`config.mk`:
```
export PLATFORM = sky130hd
export DESIGN_NAME = fft8_share_arbiter
export DESIGN_NICKNAME = d
export VERILOG_FILES = /design/src/rtl/fft8_share_arbiter.sv
export SDC_FILE = /design/constraint.sdc
export NUM_CORES = 1
export LEC_CHECK = 0
export ABC_AREA = 0
export CAP_MARGIN = 20
export CORE_ASPECT_RATIO = 0.9
export CORE_MARGIN = 1.5
export CORE_UTILIZATION = 40
export CTS_CLUSTER_SIZE = 14
export DETAILED_ROUTE_END_ITERATION = 8
export PLACE_DENSITY = 0.67
export SKIP_LAST_GASP = 1
export SLEW_MARGIN = 15
export SYNTH_ARGS = -nofsm -noshare
export SYNTH_HDL_FRONTEND = slang
export SYNTH_SLANG_ARGS = --single-unit
```
`constraint.sdc`:
```
create_clock -name clk -period 2.69 [get_ports clk]
set_input_delay 0.6725 -clock clk [delete_from_list [all_inputs] [get_ports clk]]
set_output_delay 0.6725 -clock clk [all_outputs]
set_load 0.03 [all_outputs]
```
`src/rtl/fft8_share_arbiter.sv`:
```
// fft8_share_arbiter: round-robin sharing of one FFT core (start/busy/valid handshake)
// between NUM_REQ requesters. The core's sample-data mux is external and is driven by sel_o.
// Optional build macro FFT_ARB_TIMEOUT_EN adds a RUN-state watchdog that reports a
// stuck job on err_o. Without the macro, RUN waits indefinitely and err_o is tied low.
module fft8_share_arbiter #(
    parameter int unsigned NUM_REQ     = 2,
    parameter int unsigned IDX_W       = 1,
    parameter int unsigned CNT_W       = 16,
    parameter int unsigned TIMEOUT_CYC = 64,
    parameter int unsigned TO_W        = 7
) (
    input  logic               clk,
    input  logic               rst,
    input  logic [NUM_REQ-1:0] req_i,
    output logic [NUM_REQ-1:0] gnt_o,
    output logic [IDX_W-1:0]   sel_o,
    output logic [NUM_REQ-1:0] done_o,
    output logic [NUM_REQ-1:0] err_o,
    output logic               core_start_o,
    input  logic               core_busy_i,
    input  logic               core_valid_i,
    output logic               busy_o,
    output logic [CNT_W-1:0]   done_cnt_o
);

    typedef enum logic [1:0] {StIdle, StStart, StRun, StDone} state_e;

    state_e             r_state;
    logic [IDX_W-1:0]   r_ptr;
    logic [NUM_REQ-1:0] r_gnt;
    logic [IDX_W-1:0]   r_sel;
    logic [NUM_REQ-1:0] r_done;
    logic               r_start;
    logic               r_busy;
    logic [CNT_W-1:0]   r_cnt;

    logic               w_found;
    logic [IDX_W-1:0]   w_win;
    logic [NUM_REQ-1:0] w_onehot;

`ifdef FFT_ARB_TIMEOUT_EN
    logic [NUM_REQ-1:0] r_err;
    logic [TO_W-1:0]    r_to_cnt;
`endif

    // Round-robin search: first asserted request strictly after the last winner.
    always_comb begin
        w_found  = 1'b0;
        w_win    = '0;
        w_onehot = '0;
        for (int unsigned k = 1; k <= NUM_REQ; k++) begin
            automatic int unsigned idx = (32'(r_ptr) + k) % NUM_REQ;
            if (!w_found && req_i[idx]) begin
                w_found = 1'b1;
                w_win   = idx[IDX_W-1:0];
            end
        end
        w_onehot[w_win] = 1'b1;
    end

    // Job sequencer with registered outputs: IDLE -> START -> RUN -> DONE -> IDLE.
    always_ff @(posedge clk or posedge rst) begin
        if (rst) begin
            r_state  <= StIdle;
            r_ptr    <= IDX_W'(NUM_REQ - 1);
            r_gnt    <= '0;
            r_sel    <= '0;
            r_done   <= '0;
            r_start  <= 1'b0;
            r_busy   <= 1'b0;
            r_cnt    <= '0;
`ifdef FFT_ARB_TIMEOUT_EN
            r_err    <= '0;
            r_to_cnt <= '0;
`endif
        end else begin
            case (r_state)
                StIdle: begin
                    if (w_found && !core_busy_i) begin
                        r_gnt   <= w_onehot;
                        r_sel   <= w_win;
                        r_ptr   <= w_win;
                        r_start <= 1'b1;
                        r_busy  <= 1'b1;
                        r_state <= StStart;
                    end
                end
                StStart: begin
                    r_start  <= 1'b0;
`ifdef FFT_ARB_TIMEOUT_EN
                    r_to_cnt <= '0;
`endif
                    r_state  <= StRun;
                end
                StRun: begin
                    // A valid on the same edge as the timeout limit takes precedence.
                    if (core_valid_i) begin
                        r_done  <= r_gnt;
                        r_cnt   <= r_cnt + 1'b1;
                        r_state <= StDone;
                    end
`ifdef FFT_ARB_TIMEOUT_EN
                    else if (r_to_cnt == TO_W'(TIMEOUT_CYC - 1)) begin
                        r_err   <= r_gnt;
                        r_state <= StDone;
                    end else begin
                        r_to_cnt <= r_to_cnt + 1'b1;
                    end
`endif
                end
                StDone: begin
                    r_done  <= '0;
                    r_gnt   <= '0;
                    r_busy  <= 1'b0;
`ifdef FFT_ARB_TIMEOUT_EN
                    r_err   <= '0;
`endif
                    r_state <= StIdle;
                end
                default: r_state <= StIdle;
            endcase
        end
    end

    assign gnt_o        = r_gnt;
    assign sel_o        = r_sel;
    assign done_o       = r_done;
    assign core_start_o = r_start;
    assign busy_o       = r_busy;
    assign done_cnt_o   = r_cnt;
`ifdef FFT_ARB_TIMEOUT_EN
    assign err_o        = r_err;
`else
    assign err_o        = '0;
`endif

endmodule
```
### Word-level counts from Yosys, hierarchy flattened

Cells that the tools add are included.

* bits in writable memories: 0
* register bits after elaboration: 26
* memories kept: 0
* bits in latches: 0
* logic and storage cells: 55
* ROM bits: 0
* input port bits: 6
* output and inout bits: 25

* multiplexer cells: 20
* shift operators: 0
* equal/unequal tests: 5
* $mul: 0
* divide/modulo/power cells: 0
* reductions and logical operators: 15
* order comparisons: 4
* add/sub/neg operators: 3
* bitwise gates (word level): 0

Operator list (number)
* 16-bit by 1-bit adder with 16-bit output (second input constant): 1
* 2-bit AND reduction: 6
* 1-bit 2-to-1 mux: 10
* 2-bit 2-to-1 mux: 4
* 2-bit case mux with 2 select lines: 2
* 2-bit case mux with 4 select lines: 1
* 1-bit by 2-bit less-than comparator with 1-bit output (second input constant): 3
* 2-bit nonzero test: 3
* 2-bit equality test (second input constant): 2
* 2-bit != test (second input constant): 2
* 1-bit case mux with 2 select lines: 2
* 1-bit logical AND: 3
* 1-bit adder (second input constant): 2
* 2-bit by 1-bit equality test with 1-bit output (second input constant): 1
* 1-bit zero test: 2
* 2-bit zero test: 1
* 1-bit demux with 1-bit select: 1
* 1-bit greater-or-equal comparator (second input constant): 1

### Depth between registers and ports, before layout

Gate-level depths: netlist of the first run.

* word-level depth: 13
* depth in mapped cells: 6
* gate-level depth less buffers: 6

### Least setup slack after synthesis of the first run

No wires, ideal clock.

* kind: input-to-reg
* start point: input core_busy_i
* end point: register r_state[1]
* path slack: 1.047 ns
* buffers on the path: 0
* arrival: 1.518 ns
* required time: 2.565 ns
* stages on the path: 4
* setup time: 0.125 ns
* cells stage by stage: o21bai_1 and2_1 nor2_1 mux2_2

* longest elaborated chain between the ends: 4

RTL lines
* start: declaration: RTL line 20 `input logic core_busy_i,`
* 1-bit zero test: RTL line 79 `if (w_found && !core_busy_i) begin`
* 1-bit logical AND: RTL line 79
* 2-bit != test (no source line)
* 2-bit AND reduction (no source line)
* end signal: assignment: RTL line 85 `r_state <= StStart;`
* end signal: assignment: RTL line 93 `r_state <= StRun;`
* end signal: assignment: RTL line 100 `r_state <= StDone;`
* end: declaration: RTL line 28 `state_e r_state;`

No other way between the ends.
A chain may end at the register's enable or synchronous reset.

### Worst setup path after layout of the first run

* start point: register r_cnt[0] (netlist: done_cnt_o[0])
* end point: output done_cnt_o[0]

RTL lines
* start: declaration: RTL line 35 `logic [CNT_W-1:0] r_cnt;`
* start signal: assignment: RTL line 99 `r_cnt <= r_cnt + 1'b1;`
* end: declaration: RTL line 23 `output logic [CNT_W-1:0] done_cnt_o`

No word-level cell between the ends.

==> results.md, run 1 <==
- Vias in the first global route: just under 900
- Clock Latency Late Sink: 320 ps
- Peak VDD IR: 849 µV
- Largest family of logic cells by synthesized area: simple AND/OR/NAND/NOR gates
- Grt met2 use: 21.7%
- Drt pass-1 iters: 4
- FF-to-FF End: done_cnt_o[13]$_DFFE_PP0P_
- Vert. Die Dim: roughly 57 µm
- Crit Path Class: reg2out
- Adder-Cell Fraction of Synth Area: slightly below 6%
- Pleak: 0.739 nW
- Hold Crit Class: reg2reg
- Synth area leader: dfrtp_1
- R2R cell count: 6
- Setup crit start kind: flop
- CP bufs+invs: 1
- Area growth from synthesis to layout: 29.6%
- Share of cells above drive strength 1: roughly 9.9%
- Crit. End Element: output port
- Setup slack after layout: around 500 ps
- # hold bufs at CTS: 0
- Final setup violating endpoints: 0
- Total GRT Usage: ~15%
- Multi-input gate area: approximately 600 µm²
- Leading cell types in the layout, fill and taps excluded: clkdlybuf4s50_1 (28), dfrtp_1 (25), nand2_1 (11)
- Worst-path clk slew: roughly 150 ps
- Iter 0 DRT Violations: 19
- Worst Hold End: done_cnt_o[15]$_DFFE_PP0P_
- Simple-Gate Fraction of Synth Area: 18.9%
- Core area: roughly 3000 µm²
- Required time of the critical path: between 2000 and 2500 ps
- Antenna diodes: 0
- Post-CTS setup buffers: 0
- Clk buf depth: 2
- Ports: 31
- HPWL after DPL: 1850 µm
- Critical hold path startpoint: done_cnt_o[15]$_DFFE_PP0P_
- Fin crit share: 81.1%
- Netlist cell types: 32
- Gr busiest metal: met2
- Syn avg cell area: between 10 and 15 µm²
- Die X: about 63 µm
- Largest cells by area after synthesis: dfrtp_1 (48%), xnor2_1 (6.8%), ha_1 (5.8%), xor2_1 (3.4%), nand2_1 (3.2%)
- Filler Cell Count: ~260
- CTS tree: built
- GRT met3 Usage: 4.21%
- Yosys Warn Count: 0
- Post-synthesis xor/xnor area fraction: 10.2%
- Post-layout min period: approximately 2200 ps
- Outcome: completed
- Crit path DAT: around 1500 ps
- First-pass GRT wire length: 4120 µm
- Worst R2R Start: r_state[0]$_DFFE_PP0P_
- Met1 Track Usage GR: between 20% and 30%
- Power Density: 950 nW/µm²
- Synth Instances: approximately 120
- Initial antenna violation count: 0
- Crit-path cells: clkdlybuf4s50_1
- Post-route ant nets: 0
- Root Driver: clkbuf_4
- RSZ-0062 raised after global routing: false
- Largest net degree at the start of global routing: 16
- Mean routed wirelength per cell: roughly 12 µm
- Vias/cell: ~4.8
- R2r setup slk: between 800 and 900 ps
- Worst Skew: approximately 7.3 ps
- Final #Nets: around 160
- Placer Congestion: 0.766
- GR Overflow Total: 0
- Initial Util: 42.1%
- Crit path max fanout: 5
- Final hold vios: 0
- Pre-CTS WS: just over 400 ps
- Total CTS buffers: 3
- Post-synthesis cell area: 1290 µm²
- #FFs+latches synth: 26
- Commonest non-fill, non-tap cell in the layout: clkdlybuf4s50_1
- Fin. max-slew vios: 0
- Max Clock Freq: 0.458 GHz
- IO Port Bufs: 28
- Largest stage delay, worst path: around 700 ps
- Synth Area in Compound Gates: 8.53%
- Cts repair resizes: 0
- Setup TNS: 0 ps
- Multiplexer area fraction after synthesis: 2.62%
- Row cnt: 19
- Post-synth top area share: roughly half
- Number of remaining DRC errors: 0
- Worst Hold Depth: 1
- Seq/Total Area, Yosys: about half
- Slowest-stage cell, CP: clkdlybuf4s50_1
- Routed WL: approximately 2400 µm
- H-Tree Depth: 1
- Max-cap violations: 0
- Delay-heaviest family, CP: buffers and inverters
- Die Area: 3580 µm²
- Via count: 925
- FF/Latch Area: roughly 650 µm²
- Clock Sinks: 26
power breakdown:
| group | switching [W] | leakage (nW) | internal (W) |
|---|---|---|---|
| Sequential | 0.000107 | 0.329 | 0.000502 |
| Clock | 0.000119 | 0.0279 | 0.000151 |
| Combinational | 0.000392 | 0.381 | 0.000318 |
worst register-to-register path, cell delays in order (launching register included):
cell and delay, ps:
dfrtp_1 440, inv_1 120, ha_1 310, nand2_2 120, or3_4 420, nor3_2 150
xor2_1 170
state kept, by name (all words and copies together), names as in the netlist:
register / flops
sel_o: 1
gnt_o: 2
core_start_o: 1
busy_o: 1
done_o: 2
r_state: 2
r_ptr: 1
done_cnt_o: 16
metrics by stage:
stage	util [%]	cells	total power, W	hold slack [ps]	instance area [µm²]
2_1_floorplan	-	120	0.00107	511	1290
3_3_place_gp	52.8	189	0.00131	456	1620
3_5_place_dp	52.8	189	0.00133	465	1620
4_1_cts	54.5	193	0.00160	484	1670
5_1_grt	54.5	193	0.00169	505	1670
6_report	54.5	193	0.00159	476	1670
cells in the mapped netlist (all sizes together):
cell    count
a21oi       2
a22o        3
a31oi       1
a32o        1
a32oi       1
and2        3
and3        1
and4        1
buf         2
conb        1
dfrtp      25
dfstp       1
ha          6
inv         7
mux2        3
nand2      12
nand3       5
nand4       2
nor2        8
nor2b       4
nor3        4
nor4        1
o21ai       6
o21bai      1
o32a        1
or2         1
or3         1
xnor2      10
xor2        5
worst max-delay path by stage:
stage / from / endpoint / slack, ps / cells after the start
CTS: done_cnt_o[0]$_DFFE_PP0P_ / done_cnt_o[0] / 500 / 1
global route: done_cnt_o[4]$_DFFE_PP0P_ / done_cnt_o[4] / 420 / 1
floorplan: core_busy_i / r_state[1]$_DFFE_PP0P_ / 1050 / 4
detailed placement: req_i[1] / r_state[1]$_DFFE_PP0P_ / 410 / 5
finish: done_cnt_o[0]$_DFFE_PP0P_ / done_cnt_o[0] / 510 / 1
global placement: req_i[1] / r_state[1]$_DFFE_PP0P_ / 510 / 5
per-layer routing:
layer	wire, µm	up-vias	part of all wire, %
met1	1250	435	52
met4	19	0	0.79
met2	1050	18	44
met5	0	-	0
li1	-	470	-
met3	77	2	3.2
kinds of logic (layout without fill, tap and decap cells):
group	after synthesis	after routing
simple gates	43	43
xor+xnor	15	15
fa+ha+maj	6	6
compound gates	16	16
mux	3	3
other cells	1	2
buf+inv	9	40
flops	26	26
final cells by class:
cell class,count,share of cell area (%)
Clock buffer,3,1.35
Sequential cell,26,39.0
Inverter,7,1.57
Clock inverter,1,1.80
Tap cell,42,3.14
Multi-Input combinational cell,85,36.0
Timing Repair Buffer,29,17.2
(Power assumes the default switching activity.)
==> inputs of run 2 (changes only) <==
- clock period: 2.69 -> 2.1 ns (I/O delays scaled with it)
==> run 2 against run 1 <==
Effect of this change:
- clock skew fell by 0.84 ps
- count of clock-buffer cells in the layout increased by 1
- combinational power rose by 30%
- total power up 23%
- sequential power rose by 28%
- largest cell class unchanged
==> results.md, run 2 (synthesis gave the netlist of run 1 again) <==
- Outcome: completed
- Leading cell types in the layout, fill and taps excluded: clkdlybuf4s50_1 (27), dfrtp_1 (25), nand2_1 (11)
- # hold bufs at CTS: 0
- Mean routed wirelength per cell: ~13 µm
- Final setup violating endpoints: 0
- Vias/cell: 4.84
- Comb pwr share: 47.2%
- Max reg flops: 16
- Clock Latency Late Sink: between 300 and 400 ps
- Total Power: approximately 0.0020 W
- Die X: roughly 63 µm
- Post-layout min period: approximately 2000 ps
- Multi-input gate area: about 600 µm²
- Total CTS buffers: 3
- Initial Util: 42.1%
- CP bufs+invs: 1
- Power Density: 1160 nW/µm²
- Crit-path cells: clkdlybuf4s50_1
- FF/Latch Area: 652 µm²
- Setup slack after layout: ~95 ps
- Post-route ant nets: 0
- RSZ-0062 raised after global routing: false
- Number of remaining DRC errors: 0
- Area growth from synthesis to layout: 30.8%
- Cts repair resizes: 0
- Crit path max fanout: 5
- Clk buf depth: 2
- Antenna diodes: 0
- Crit Path Class: reg2out
- GR Overflow Total: 0
- Worst-path clk slew: approximately 140 ps
- CTS tree: built
- Final core occ: 55.1%
- Via count: ~950
- Worst Skew: 6.45 ps
- HPWL after DPL: between 1500 and 2000 µm
- Largest net degree at the start of global routing: 27
- Crit. End Element: output port
- Sequential fraction of design power: around two fifths
- Final hold vios: 0
- Peak VDD IR: approximately 540 µV
- Setup crit start kind: flop
- Slowest-stage cell, CP: clkdlybuf4s50_1
- R2r setup slk: approximately 290 ps
- Fin. max-slew vios: 0
- Max Clock Freq: approximately 0.5 GHz
- Max-cap violations: 0
- Pre-CTS WS: 66.6 ps
- Int Pwr: about 0.0012 W
- Filler Cell Count: 281
- Total GRT Usage: between 15 and 20%
- Delay-heaviest family, CP: buffers and inverters
- Clock Sinks: 26
- Core area: 3070 µm²
- Clock Power Share: ~13%
- Net Sw Frac: 40.4%
- Largest stage delay, worst path: around 710 ps
- Ports: 31
- Fin crit share: ~95%
- Hold Crit Class: reg2reg
- Commonest non-fill, non-tap cell in the layout: clkdlybuf4s50_1
- Row cnt: 19
- H-Tree Depth: 1
- Die Area: around 3600 µm²
- Drt pass-1 iters: 3
- Placer Congestion: slightly above 0.7
- Final #Nets: 168
- Routed WL: ~2500 µm
- Pleak: between 0.7 and 0.8 nW
- Vert. Die Dim: roughly 57 µm
- Initial antenna violation count: 0
- Required time of the critical path: 1570 ps
- Vias in the first global route: between 900 and 1k
- Crit path DAT: 1480 ps
- Iter 0 DRT Violations: 29
- Root Driver: clkbuf_4
- Setup TNS: 0 ps
- Post-CTS setup buffers: 0
- IO Port Bufs: 28
- Switching power: between 0.0007 and 0.0008 W
- First-pass GRT wire length: 4400 µm
- Share of cells above drive strength 1: between 10% and 20%
[run 2: cell count changes in the layout (fill, tap and decap cells not counted), sizes merged]
cell | before | now
buf | 1 | 5
bufinv | 1 | 0
clkbuf | 3 | 4
clkdlybuf4s50 | 28 | 27
dlymetal6s2s | 0 | 1
[run 2: per-layer routing]
metal	share of wire, %	track usage (%)
met1	49	21.9
met4	1.7	6.67
met2	47	24.9
met5	0	0
met3	2.0	1.80
[run 2: metrics by stage]
stage | cells | area [µm²] | hold WS, ps
3_5_place_dp | 193 | 1650 | 470
6_report | 197 | 1690 | 485
4_1_cts | 197 | 1690 | 489
5_1_grt | 197 | 1690 | 502
2_1_floorplan | 120 | 1290 | 511
3_3_place_gp | 193 | 1650 | 461
[run 2: path summary, 6_finish.rpt]
| check | cells after the start | start | end |
|---|---|---|---|
| worst max-delay path | 1 | done_cnt_o[0]$_DFFE_PP0P_ | done_cnt_o[0] |
| worst min-delay path | 1 | done_cnt_o[15]$_DFFE_PP0P_ | done_cnt_o[15]$_DFFE_PP0P_ |
| worst max register to register | 6 | r_state[0]$_DFFE_PP0P_ | done_cnt_o[14]$_DFFE_PP0P_ |
| worst min register to register | 1 | done_cnt_o[15]$_DFFE_PP0P_ | done_cnt_o[15]$_DFFE_PP0P_ |
| max in group asynchronous | 3 | rst | r_ptr$_DFFE_PP1P_ |
| min in group asynchronous | 3 | rst | done_cnt_o[8]$_DFFE_PP0P_ |
[run 2: final cells by class]
class                   instances  area share (%)
flip-flops and latches         26            38.6
multi-input cells              85            35.6
repair buffers                 33            19.0
well taps                      42            3.11
clock buffers                   4            2.15
inverters                       7            1.56
[run 2: power by group through the flow]
stage / logic, W / clock network, W / registers [W]
3_3_place_gp: 0.000904 / 0 / 0.000782
2_1_floorplan: 0.000404 / 0 / 0.000964
3_5_place_dp: 0.000926 / 0 / 0.000790
5_1_grt: 0.00101 / 0.000283 / 0.000809
6_report: 0.000922 / 0.000252 / 0.000780
4_1_cts: 0.000933 / 0.000266 / 0.000781
